**src/rtl/iob_bus_arbiter2_pkg.sv**
```systemverilog
`default_nettype none
// ---------------------------------------------------------------------------
// iob_bus_arbiter2_pkg: shared encodings and field geometry for the arbiter. Rev 1.0
// ---------------------------------------------------------------------------
package iob_bus_arbiter2_pkg;

  localparam logic [0:0] ST_IDLE = 1'b0;
  localparam logic [0:0] ST_BUSY = 1'b1;

  // Replicated across DATA_W to form the rdata returned on a watchdog expiry.
  localparam logic TO_RDATA_FILL = 1'b1;

  // Request layout {valid, addr, wdata, wstrb}; response layout {rdata, ready}.
  function automatic int req_w(input int aw, input int dw);
    return 1 + aw + dw + dw / 8;
  endfunction

  function automatic int resp_w(input int dw);
    return dw + 1;
  endfunction

  function automatic int wd_w(input int t);
    return ($clog2(t + 1) < 1) ? 1 : $clog2(t + 1);
  endfunction

endpackage
`default_nettype wire

```
**src/rtl/iob_rr_grant2.sv**
```systemverilog
`default_nettype none
// ---------------------------------------------------------------------------
// iob_rr_grant2: combinational 2-way round-robin / fixed-priority picker. Rev 1.0
// ---------------------------------------------------------------------------
module iob_rr_grant2 (
  input  logic [1:0] req,
  input  logic       last_gnt,
  input  logic       fixed_prio,
  output logic       gnt
);

  always_comb begin
    gnt = 1'b0;
    case (req)
      2'b10:   gnt = 1'b1;
      2'b11:   gnt = fixed_prio ? 1'b0 : ~last_gnt;
      default: gnt = 1'b0;
    endcase
  end

endmodule
`default_nettype wire

```
**src/rtl/iob_bus_arbiter2.sv**
```systemverilog
`default_nettype none
// ---------------------------------------------------------------------------
// iob_bus_arbiter2: two-master IOb arbiter, one outstanding txn, watchdog. Rev 1.0
// ---------------------------------------------------------------------------
module iob_bus_arbiter2
  import iob_bus_arbiter2_pkg::*;
#(
  parameter int ADDR_W     = 32,
  parameter int DATA_W     = 32,
  parameter int FIXED_PRIO = 0,
  parameter int TIMEOUT    = 1024
) (
  input  logic                                 clk,
  input  logic                                 rst,
  input  logic [ADDR_W+DATA_W+DATA_W/8:0]      m0_req,
  output logic [DATA_W:0]                      m0_resp,
  input  logic [ADDR_W+DATA_W+DATA_W/8:0]      m1_req,
  output logic [DATA_W:0]                      m1_resp,
  output logic [ADDR_W+DATA_W+DATA_W/8:0]      s_req,
  input  logic [DATA_W:0]                      s_resp,
  output logic                                 timeout_err
);

  localparam int REQ_W = req_w(ADDR_W, DATA_W);
  localparam int WD_W  = wd_w(TIMEOUT);
  localparam logic [WD_W-1:0] WD_LAST = (TIMEOUT == 0) ? '0 : WD_W'(TIMEOUT - 1);

  logic [0:0]      state, state_nxt;
  logic            gnt_reg, last_gnt, pick, cur;
  logic [WD_W-1:0] wd_cnt;
  logic [1:0]      valids;
  logic            s_ready, wd_fire, done, ready_out;
  logic [DATA_W-1:0] rdata;

  assign valids  = {m1_req[REQ_W-1], m0_req[REQ_W-1]};
  assign s_ready = s_resp[0];

  iob_rr_grant2 u_pick (
    .req        (valids),
    .last_gnt   (last_gnt),
    .fixed_prio (FIXED_PRIO != 0),
    .gnt        (pick)
  );

  // In IDLE the grant is live (zero-latency forwarding); in BUSY it is latched.
  assign cur     = (state == ST_IDLE) ? pick : gnt_reg;
  assign wd_fire = (TIMEOUT != 0) && (state == ST_BUSY) && (wd_cnt == WD_LAST) && !s_ready;
  assign done    = (state == ST_IDLE) ? ((|valids) && s_ready) : (s_ready || wd_fire);

  always_ff @(posedge clk or posedge rst) begin
    if (rst) begin
      state    <= ST_IDLE;
      gnt_reg  <= 1'b0;
      last_gnt <= 1'b1;
      wd_cnt   <= '0;
    end else begin
      state <= state_nxt;
      if (state == ST_IDLE && (|valids)) gnt_reg <= pick;
      if (done) last_gnt <= cur;
      if (state == ST_IDLE)  wd_cnt <= '0;
      else if (!s_ready)     wd_cnt <= wd_cnt + WD_W'(1);
    end
  end

  always_comb begin
    state_nxt = state;
    case (state)
      ST_IDLE: if ((|valids) && !s_ready) state_nxt = ST_BUSY;
      ST_BUSY: if (s_ready || wd_fire)    state_nxt = ST_IDLE;
      default: state_nxt = ST_IDLE;
    endcase
  end

  // Outputs are gated by rst so they clear asynchronously, not at the next edge.
  always_comb begin
    s_req       = '0;
    m0_resp     = '0;
    m1_resp     = '0;
    timeout_err = 1'b0;
    rdata       = wd_fire ? {DATA_W{TO_RDATA_FILL}} : s_resp[DATA_W:1];
    ready_out   = (state == ST_BUSY) ? (s_ready || wd_fire) : ((|valids) && s_ready);
    if (!rst) begin
      if (state == ST_BUSY || (|valids)) s_req = cur ? m1_req : m0_req;
      if (wd_fire) begin
        s_req[REQ_W-1] = 1'b0;
        timeout_err    = 1'b1;
      end
      m0_resp = {rdata, ready_out && !cur};
      m1_resp = {rdata, ready_out && cur};
    end
  end

endmodule
`default_nettype wire

```
**config.mk**
```make
export PLATFORM = sky130hd
export DESIGN_NAME = iob_bus_arbiter2
export DESIGN_NICKNAME = d
export VERILOG_FILES = /design/src/rtl/iob_bus_arbiter2_pkg.sv /design/src/rtl/iob_rr_grant2.sv /design/src/rtl/iob_bus_arbiter2.sv
export SDC_FILE = /design/constraint.sdc
export NUM_CORES = 1
export LEC_CHECK = 0
export BUFFER_PORTS_ARGS = -buffer_cell sky130_fd_sc_hd__buf_2
export CAP_MARGIN = 25
export CELL_PAD_IN_SITES_DETAIL_PLACEMENT = 1
export CELL_PAD_IN_SITES_GLOBAL_PLACEMENT = 2
export CORE_ASPECT_RATIO = 0.5
export CORE_UTILIZATION = 13
export DETAILED_ROUTE_END_ITERATION = 8
export MAX_ROUTING_LAYER = met4
export PLACE_DENSITY = 0.87
export SYNTH_ARGS = -nofsm -noshare
export SYNTH_HDL_FRONTEND = slang
export SYNTH_HIERARCHICAL = 1
export SYNTH_SLANG_ARGS = --single-unit
```
**constraint.sdc**
```tcl
create_clock -name clk -period 2.8 [get_ports clk]
set_input_delay 0.56 -clock clk [delete_from_list [all_inputs] [get_ports clk]]
set_output_delay 0.56 -clock clk [all_outputs]
set_load 0.05 [all_outputs]
```
==> results.json, run 1 <==
{
  "worst-setup-path-type": "reg -> out",
  "yosys-top-cells-area": "nand2_1 21%, a21oi_1 15%, dfrtp_1 13%",
  "p_leak_nw": 2.56,
  "core_area_mm2": 0.0186,
  "worst_hold_path_type": "reg -> reg",
  "seq_power_share_pct": 12.2,
  "hold-worst-slack_ps": 568,
  "diodes": 0,
  "io_pins": 309,
  "slew_viol_final": 0,
  "synth.top_cell.area_share_pct": 20.8,
  "portBuffers": 308,
  "powerDensity_mw_per_mm2": 387,
  "setup_violations": 0,
  "post-route-period-util_pct": 97.2,
  "root_buffer": "clkbuf_16",
  "synthesis.area_mm2": 0.00250,
  "worstSetupStartpoint": "wd_cnt[0]",
  "cp_num_buf_inv": 2,
  "min_period_ps": 2720,
  "endpoint": "m0_resp[31]",
  "dpl.hpwl_um": 10400,
  "rr_worst_depth": 5,
  "grt_max_degree": 71,
  "reg2reg_slack_ps": 1140,
  "largest_reg_flops": 11,
  "clkTransAtPathRegs_ps": 50,
  "grt_pass1_wl_um": 18900,
  "worstPathRequired_ps": 2240,
  "rows": 35,
  "drt_iter0_drc": 132,
  "slowest_delay_ps": 550,
  "synth_common_cells": "138 x nand2_1, 77 x a21oi_1, 36 x inv_1, 33 x buf_4, 29 x a21oi_2",
  "drc": 0,
  "drv_cap": 0,
  "clkPwrFrac_pct": 16.4,
  "first_pass_iters": 4,
  "dieHeight_um": 100,
  "synth_top_cell_by_area": "nand2_1",
  "crit_family": "simple AND/OR/NAND/NOR gates",
  "async_flop_share_pct": 100,
  "ys.flop_type": "dfrtp_1",
  "ys_seq_area_share_pct": 14.1,
  "synth-seq-cells": 14,
  "crit_fanout": 24,
  "vias": 3731,
  "vias_per_cell": 3.97,
  "crit_path_start_kind": "flip-flop",
  "htreeDepth": 1,
  "synth_edf_count": 0,
  "grt_pass1_vias": 3559,
  "post-place-ws_ps": 72.3,
  "fin_nets": 855,
  "areaGrowthSynthToFinish_pct": 92.3,
  "synthCells": 414,
  "cts_buffer_depth": 2,
  "crit_chain": "ha_4, nand4b_4, or4_4, buf_12, a21oi_4, buf_6",
  "cts_inserted_buffers": 3,
  "synth_cell_types": 41,
  "layout-drive-gt1-share_pct": 57.2,
  "worst_ep_arrival_time_ps": 2160,
  "swShare_pct": 54.5,
  "synth.most_common_cell": "nand2_1",
  "dpl_cell_area_mm2": 0.00440,
  "final_util_pct": 25.8,
  "stdcell_area_mm2": 0.00480,
  "comb_power_share_pct": 71.4,
  "max_slew.worst_pin.slew_ps": 943,
  "dieArea_mm2": 0.0198,
  "cp.depth": 6,
  "endpoint_kind": "output port",
  "layout_setup_ws_ps": 78.6,
  "fmax_ghz": 0.367,
  "fin_skew_ps": 0.648,
  "routed_wl_um": 13200,
  "cp_slowest_cell": "or4_4",
  "grt_use_total_pct": 12.3,
  "power_mw": 1.86,
  "hold_viol": 0,
  "dp.cells": 932,
  "intPower_mw": 0.844,
  "cts_tree": "done",
  "post_drt_wl_per_cell_um": 14.1,
  "stdcell_count": 939,
  "finalSetupTns_ps": 0,
  "run_status": "completed",
  "avgSynthCellArea_um2": 6.03,
  "p_switching_mw": 1.01,
  "clock_latency_ps": 240,
  "ir_drop_mv": 0.149,
  "hold_buffers": 0,
  "die_w_um": 198,
  "clkSinkCount": 14,
  "max_slew_margin_pct": 37.1,
  "regMostFlops": "wd_cnt",
  "synth_warnings": 6,
  "antenna_found_initial": 0,
  "synth_nets": 588,
  "gp_congestion": 0.776,
  "grt_overflow": 0,
  "r2r-end": "wd_cnt[6]",
  "initial_core_util_pct": 13.4,
  "r2r-start": "wd_cnt[0]",
  "final_antenna_net_count": 0
}
kinds of logic after synthesis:
kind of cell	Yosys count	share of synthesized area, %
AND/OR/NAND/NOR	171	29.7
flip-flops	14	14.1
buffers and inverters	101	23.0
AO/OA/AOI/OAI	116	28.6
other	1	0.150
adder cells (fa/ha/maj)	1	0.501
multiplexers	6	2.61
XOR/XNOR	4	1.40
metal layers:
metal	GRT usage, %	vias to the layer above	share of wire [%]
met3	0.638	6	2.4
met5	-	-	0
met4	1.73	0	0.56
met1	15.0	1791	43
met2	22.9	93	54
li1	-	1841	-
layout by cell type, fill, tap and decap left out, types with 2 or more instances in the layout:
cell type and instances:
a21oi_1 64, a21oi_2 10, a21oi_4 32, a41oi_1 2, and2_1 2, buf_12 6, buf_2 233, buf_4 72
buf_6 12, clkbuf_16 4, clkbuf_4 3, dfrtp_1 11, dfrtp_2 2, inv_1 36, mux2_2 4, nand2_1 138
nand3_1 2, nor2_1 7, nor3_1 3, o31ai_1 5, or4_1 4, xnor2_1 2, xor2_1 2
area by class of cell:
cell class | count | area [um2]
clock buffers | 4 | 88.8
fillers | 2374 | 13800
inverters | 36 | 135
multi-input cells | 299 | 1890
flip-flops and latches | 14 | 354
well taps | 259 | 324
repair buffers | 327 | 2010
worst min-delay path by stage:
stage	startpoint	end	cells after the start
2_1_floorplan	gnt_reg	gnt_reg	1
3_3_place_gp	wd_cnt[10]	wd_cnt[10]	2
3_5_place_dp	wd_cnt[8]	wd_cnt[8]	2
4_1_cts	wd_cnt[8]	wd_cnt[8]	2
5_1_grt	wd_cnt[8]	wd_cnt[8]	2
6_report	wd_cnt[8]	wd_cnt[8]	2
timing repair:
| action | CTS | global route |
|---|---|---|
| gates cloned | 0 | 1 |
| endpoints found under the hold margin | 0 | 0 |
| endpoints found under the setup margin | 71 | 94 |
| buffers inserted | 0 | 2 |
| resized for setup | 72 | 23 |
tightest hold or removal path: stages, from the launching register on:
cell,delay (ps)
dfrtp_1,390
o31ai_1,70
a21oi_1,60
power groups by stage:
stage          clock network, mW  registers, mW  logic, mW
4_1_cts                    0.311          0.225       1.30
6_report                   0.304          0.226       1.33
3_5_place_dp                   0          0.228       1.26
3_3_place_gp                   0          0.227       1.24
2_1_floorplan                  0          0.222      0.920
5_1_grt                    0.323          0.228       1.41
(Power assumes the default switching activity.)
==> inputs of run 2 (changes only) <==
Settings changed: CORE_UTILIZATION 13 to 14, PLACE_DENSITY 0.87 to 0.91, SYNTH_HIERARCHICAL 1 to not set.
==> results.json, run 2 <==
{
  "run_status": "completed",
  "synth_nets": 504,
  "first_pass_iters": 4,
  "muxShareOfSynthArea_pct": 30.4,
  "async_flop_share_pct": 100,
  "hold-worst-slack_ps": 399,
  "fin_nets": 772,
  "htreeDepth": 1,
  "cts_buffer_depth": 2,
  "worst_ep_arrival_time_ps": 2080,
  "synthCells": 330,
  "synth-xor-area-share_pct": 3.32,
  "cp_num_buf_inv": 2,
  "die_w_um": 186,
  "worstPathRequired_ps": 2240,
  "ys_seq_area_share_pct": 14.8,
  "powerDensity_mw_per_mm2": 412,
  "max_slew_margin_pct": 68.9,
  "synth_common_cells": "130 x nor2_1, 72 x mux2i_1, 39 x buf_4, 13 x dfrtp_1, 9 x and2_1",
  "final_antenna_net_count": 0,
  "yosys-top-cells-area": "mux2i_1 30%, nor2_1 21%, dfrtp_1 14%",
  "dpl_cell_area_mm2": 0.00418,
  "p_leak_nw": 2.54,
  "fmax_ghz": 0.379,
  "crit_fanout": 10,
  "hold_buffers": 0,
  "post_drt_wl_per_cell_um": 12.9,
  "r2r-start": "state",
  "crit_path_start_kind": "flip-flop",
  "layout-drive-gt1-share_pct": 61.6,
  "io_pins": 309,
  "intPower_mw": 0.799,
  "cts_tree": "done",
  "synthesis.area_mm2": 0.00237,
  "initial_core_util_pct": 14.4,
  "endpoint_kind": "output port",
  "synth_edf_count": 0,
  "post-route-period-util_pct": 94.2,
  "crit_chain": "ha_1, nand3b_4, nor4_4, buf_4, nor2_1, nor2_4, buf_2",
  "antenna_found_initial": 0,
  "drc": 0,
  "synth.top_cell.area_share_pct": 30.4,
  "final_cell_mix": "306 x buf_2, 98 x nor2_1, 71 x mux2i_1",
  "ir_drop_mv": 0.132,
  "vias_per_cell": 3.85,
  "synth_cell_types": 33,
  "dieArea_mm2": 0.0175,
  "stdcell_area_mm2": 0.00427,
  "largest_reg_flops": 11,
  "vias": 3176,
  "grt_max_degree": 59,
  "routed_wl_um": 10600,
  "portBuffers": 308,
  "crit_family": "simple AND/OR/NAND/NOR gates",
  "areaGrowthSynthToFinish_pct": 80.0,
  "cts_setup_buffers": 0,
  "final_common_cell": "buf_2",
  "p_switching_mw": 0.962,
  "regMostFlops": "wd_cnt",
  "synth_compound_area_share_pct": 1.90,
  "grt_pass1_wl_um": 14800,
  "root_buffer": "clkbuf_16",
  "worst-setup-path-type": "reg -> out",
  "core_area_mm2": 0.0165,
  "swShare_pct": 54.6,
  "dieHeight_um": 94.1,
  "clkTransAtPathRegs_ps": 50,
  "seq_power_share_pct": 13.0,
  "drv_cap": 0,
  "comb_power_share_pct": 71.1,
  "post_cts_resized": 1,
  "power_mw": 1.76,
  "gp_congestion": 0.785,
  "min_period_ps": 2640,
  "max_slew.worst_pin.slew_ps": 466,
  "synth_fa_ha_area_share_pct": 0.527,
  "synth_top_family_by_area": "simple AND/OR/NAND/NOR gates",
  "drt_iter0_drc": 106,
  "fin_skew_ps": 3.12,
  "slew_viol_final": 0,
  "clock_latency_ps": 250,
  "synth.most_common_cell": "nor2_1",
  "clkPwrFrac_pct": 15.9,
  "cp.depth": 7,
  "diodes": 0,
  "synthSimpleGateAreaFrac_pct": 31.9,
  "avgSynthCellArea_um2": 7.19,
  "grt_pass1_vias": 3046,
  "synth_warnings": 0,
  "rr_worst_depth": 3,
  "clkSinkCount": 14,
  "dpl.hpwl_um": 9290,
  "reg2reg_slack_ps": 1180,
  "cp_slowest_cell": "dfrtp_1",
  "grt_use_total_pct": 11.0,
  "slowest_delay_ps": 380,
  "cts_inserted_buffers": 3,
  "synth_top_cell_by_area": "mux2i_1",
  "rows": 33,
  "worstSetupStartpoint": "wd_cnt[0]",
  "hold_viol": 0,
  "ys.flop_type": "dfrtp_1",
  "worst_hold_path_type": "in -> async",
  "grt_overflow": 0,
  "grt_setup_unrepaired": "no",
  "synth-seq-cells": 14,
  "setup_violations": 0
}
[run 2: cell type report]
cell class	count	area (um2)
clock buffers	4	78.8
fillers	2095	12200
inverters	3	11.3
multi-input cells	257	1870
flip-flops and latches	14	353
well taps	227	284
repair buffers	319	1670
[run 2: cells by family (layout without fill, tap and decap cells)]
| kind of cell | count (synthesis) | in the layout |
|---|---|---|
| flip-flops | 14 | 14 |
| buffers and inverters | 59 | 326 |
| XOR/XNOR | 9 | 9 |
| AO/OA/AOI/OAI | 6 | 6 |
| AND/OR/NAND/NOR | 169 | 169 |
| multiplexers | 72 | 72 |
| adder cells (fa/ha/maj) | 1 | 1 |
[run 2: worst reg2reg max path: cells and delay by family, from the launching register on]
family / cells / cell delay [ps]
mux: 1 / 220
flops: 1 / 510
compound gates: 1 / 320
simple gates: 1 / 490
[run 2: final timing paths]
kind,end
min in group clk,last_gnt
max,m0_resp[13]
min,wd_cnt[1]
max reg2reg,last_gnt
min reg2reg,last_gnt
max in group asynchronous,last_gnt
[run 2: per-layer routing]
metal | track usage [%] | part of all wire [%] | vias to the layer above | wire (um)
li1 | - | - | 1577 | -
met4 | 2.73 | 0.85 | 0 | 90
met2 | 20.4 | 54 | 112 | 5760
met3 | 0.465 | 4.3 | 5 | 462
met5 | - | 0 | - | 0
met1 | 13.2 | 41 | 1482 | 4320
[run 2: power groups by stage]
stage	Combinational [mW]	Clock (mW)	Sequential [mW]
floorplan	0.968	0	0.225
global placement	1.24	0	0.231
detailed placement	1.26	0	0.232
CTS	1.26	0.290	0.229
global route	1.33	0.294	0.231
finish	1.25	0.280	0.230
[run 2: per-stage QoR]
stage	cells	TNS, ps	worst slack (ps)	utilization, %
finish	824	0	162	25.9
floorplan	330	-1600	-79.8	-
detailed placement	820	0	146	25.4
global route	824	0	16.9	25.9
global placement	820	0	152	25.4
CTS	824	0	65.5	25.9
==> inputs of run 3 (changes only) <==
Settings changed: BUFFER_PORTS_ARGS -buffer_cell sky130_fd_sc_hd__buf_2 to not set, CORE_AREA set to 2 2 120 122, CORE_ASPECT_RATIO 0.5 to not set, CORE_UTILIZATION 14 to not set, DIE_AREA set to 0 0 122 124, DONT_BUFFER_PORTS set to 1, PLACE_DENSITY 0.91 to 0.67, SYNTH_HIERARCHICAL set to 1.
==> results.json, run 3 (synthesis gave the netlist of run 1 again) <==
{
  "fmax_ghz": 0.365,
  "largest_reg_flops": 11,
  "r2r-end": "last_gnt",
  "portBuffers": 0,
  "regMostFlops": "wd_cnt",
  "grt_pass1_vias": 3056,
  "p_leak_nw": 1.86,
  "final_cell_mix": "138 x nand2_1, 71 x buf_4, 63 x a21oi_1",
  "powerDensity_mw_per_mm2": 428,
  "core_area_mm2": 0.0137,
  "antenna_found_initial": 0,
  "drt_iter0_drc": 71,
  "root_buffer": "clkbuf_16",
  "io_pins": 309,
  "final_antenna_net_count": 0,
  "cts_inserted_buffers": 3,
  "max_slew.worst_pin.slew_ps": 597,
  "die_w_um": 122,
  "ir_drop_mv": 0.162,
  "grt_pass1_wl_um": 16700,
  "hold_buffers": 0,
  "initial_core_util_pct": 18.2,
  "grt_use_total_pct": 14.7,
  "slew_viol_final": 0,
  "cp_slowest_cell": "or4_4",
  "setup_violations": 0,
  "fin_nets": 648,
  "power_mw": 1.80,
  "worst_hold_path_type": "in -> async",
  "crit_fanout": 6,
  "crit_path_start_kind": "flip-flop",
  "worstPathRequired_ps": 2240,
  "worst-setup-path-type": "reg -> out",
  "dieHeight_um": 124,
  "worst_ep_arrival_time_ps": 2180,
  "cts_buffer_depth": 2,
  "grt_max_degree": 63,
  "layout-drive-gt1-share_pct": 38.9,
  "clkTransAtPathRegs_ps": 50,
  "hold-worst-slack_ps": 221,
  "r2r-start": "last_gnt",
  "final_common_cell": "nand2_1",
  "reg2reg_slack_ps": 1170,
  "fin_skew_ps": 3.08,
  "crit_chain": "nand4_1, or4_4, buf_4, a21oi_2, buf_12",
  "htreeDepth": 1,
  "slowest_delay_ps": 660,
  "first_pass_iters": 4,
  "drc": 0,
  "diodes": 0,
  "rows": 43,
  "max_slew_margin_pct": 59.7,
  "vias_per_cell": 4.58,
  "endpoint": "m1_resp[30]",
  "grt_setup_unrepaired": "yes",
  "gp_congestion": 0.768,
  "routed_wl_um": 12100,
  "areaGrowthSynthToFinish_pct": 68.2,
  "hold_viol": 0,
  "cts_tree": "done",
  "dpl.hpwl_um": 10000,
  "post_drt_wl_per_cell_um": 18.5,
  "grt_overflow": 0,
  "endpoint_kind": "output port",
  "vias": 2992,
  "rr_worst_depth": 5,
  "min_period_ps": 2740,
  "clkSinkCount": 14,
  "dieArea_mm2": 0.0151,
  "drv_cap": 0,
  "post-route-period-util_pct": 97.9,
  "worstSetupStartpoint": "wd_cnt[6]",
  "clock_latency_ps": 240,
  "run_status": "completed"
}
==> run 3: timing repair <==
| item | CTS | global route |
|---|---|---|
| setup endpoints to repair | 55 | 35 |
| gates resized for setup | 4 | 4 |
| buffers inserted | 3 | 1 |
| endpoints found under the hold margin | 0 | 0 |
| cloned | 1 | 0 |
| pin swaps | 1 | 2 |
==> run 3: critical path: cells and delay by family, from the launching register on <==
family          cells  cell delay, ps
compound gates      1             220
buf+inv             2             410
flops               1             410
simple gates        2             890
==> run 3: how the worst min path moves through the flow <==
stage | from | endpoint | slack (ps) | cells after the start
floorplan | gnt_reg | gnt_reg | 500 | 1
global placement | rst | wd_cnt[2] | 470 | 2
detailed placement | rst | wd_cnt[3] | 480 | 2
CTS | rst | wd_cnt[7] | 220 | 2
global route | rst | wd_cnt[7] | 230 | 2
finish | rst | wd_cnt[7] | 220 | 2
==> run 3: per-stage QoR <==
step	setup slack, ps	TNS [ps]	util [%]	instance area, um2	instances
final	58.2	0	30.6	4200	653
after global routing	-49.4	-186	30.6	4200	653
after CTS	3.53	0	30.5	4190	652
after detailed placement	185	0	29.3	4020	644
after global placement	230	0	29.3	4020	644
after floorplan	-198	-2320	-	2880	414
==> run 3: metal layers <==
metal	GRT usage, %	wire [um]	share of wire (%)	vias to the layer above
met5	-	0	0	-
met2	29.0	6910	57	198
met1	15.6	4210	35	1364
met3	2.20	911	7.5	6
li1	-	-	-	1424
met4	2.23	68	0.56	0
==> run 3: power breakdown <==
group | switching (mW) | internal, mW | leakage, nW | total [mW]
logic | 0.864 | 0.408 | 1.63 | 1.27
clock network | 0.0823 | 0.216 | 0.0442 | 0.299
registers | 0.0104 | 0.214 | 0.184 | 0.225
total | 0.957 | 0.838 | 1.86 | 1.80
==> run 3: cell type report <==
type	count	area, um2
inverter	36	135
multi-input combinational	299	1870
clock buffer	4	88.8
tap	180	225
fill	1653	9520
timing repair buffer	120	1520
sequential	14	354
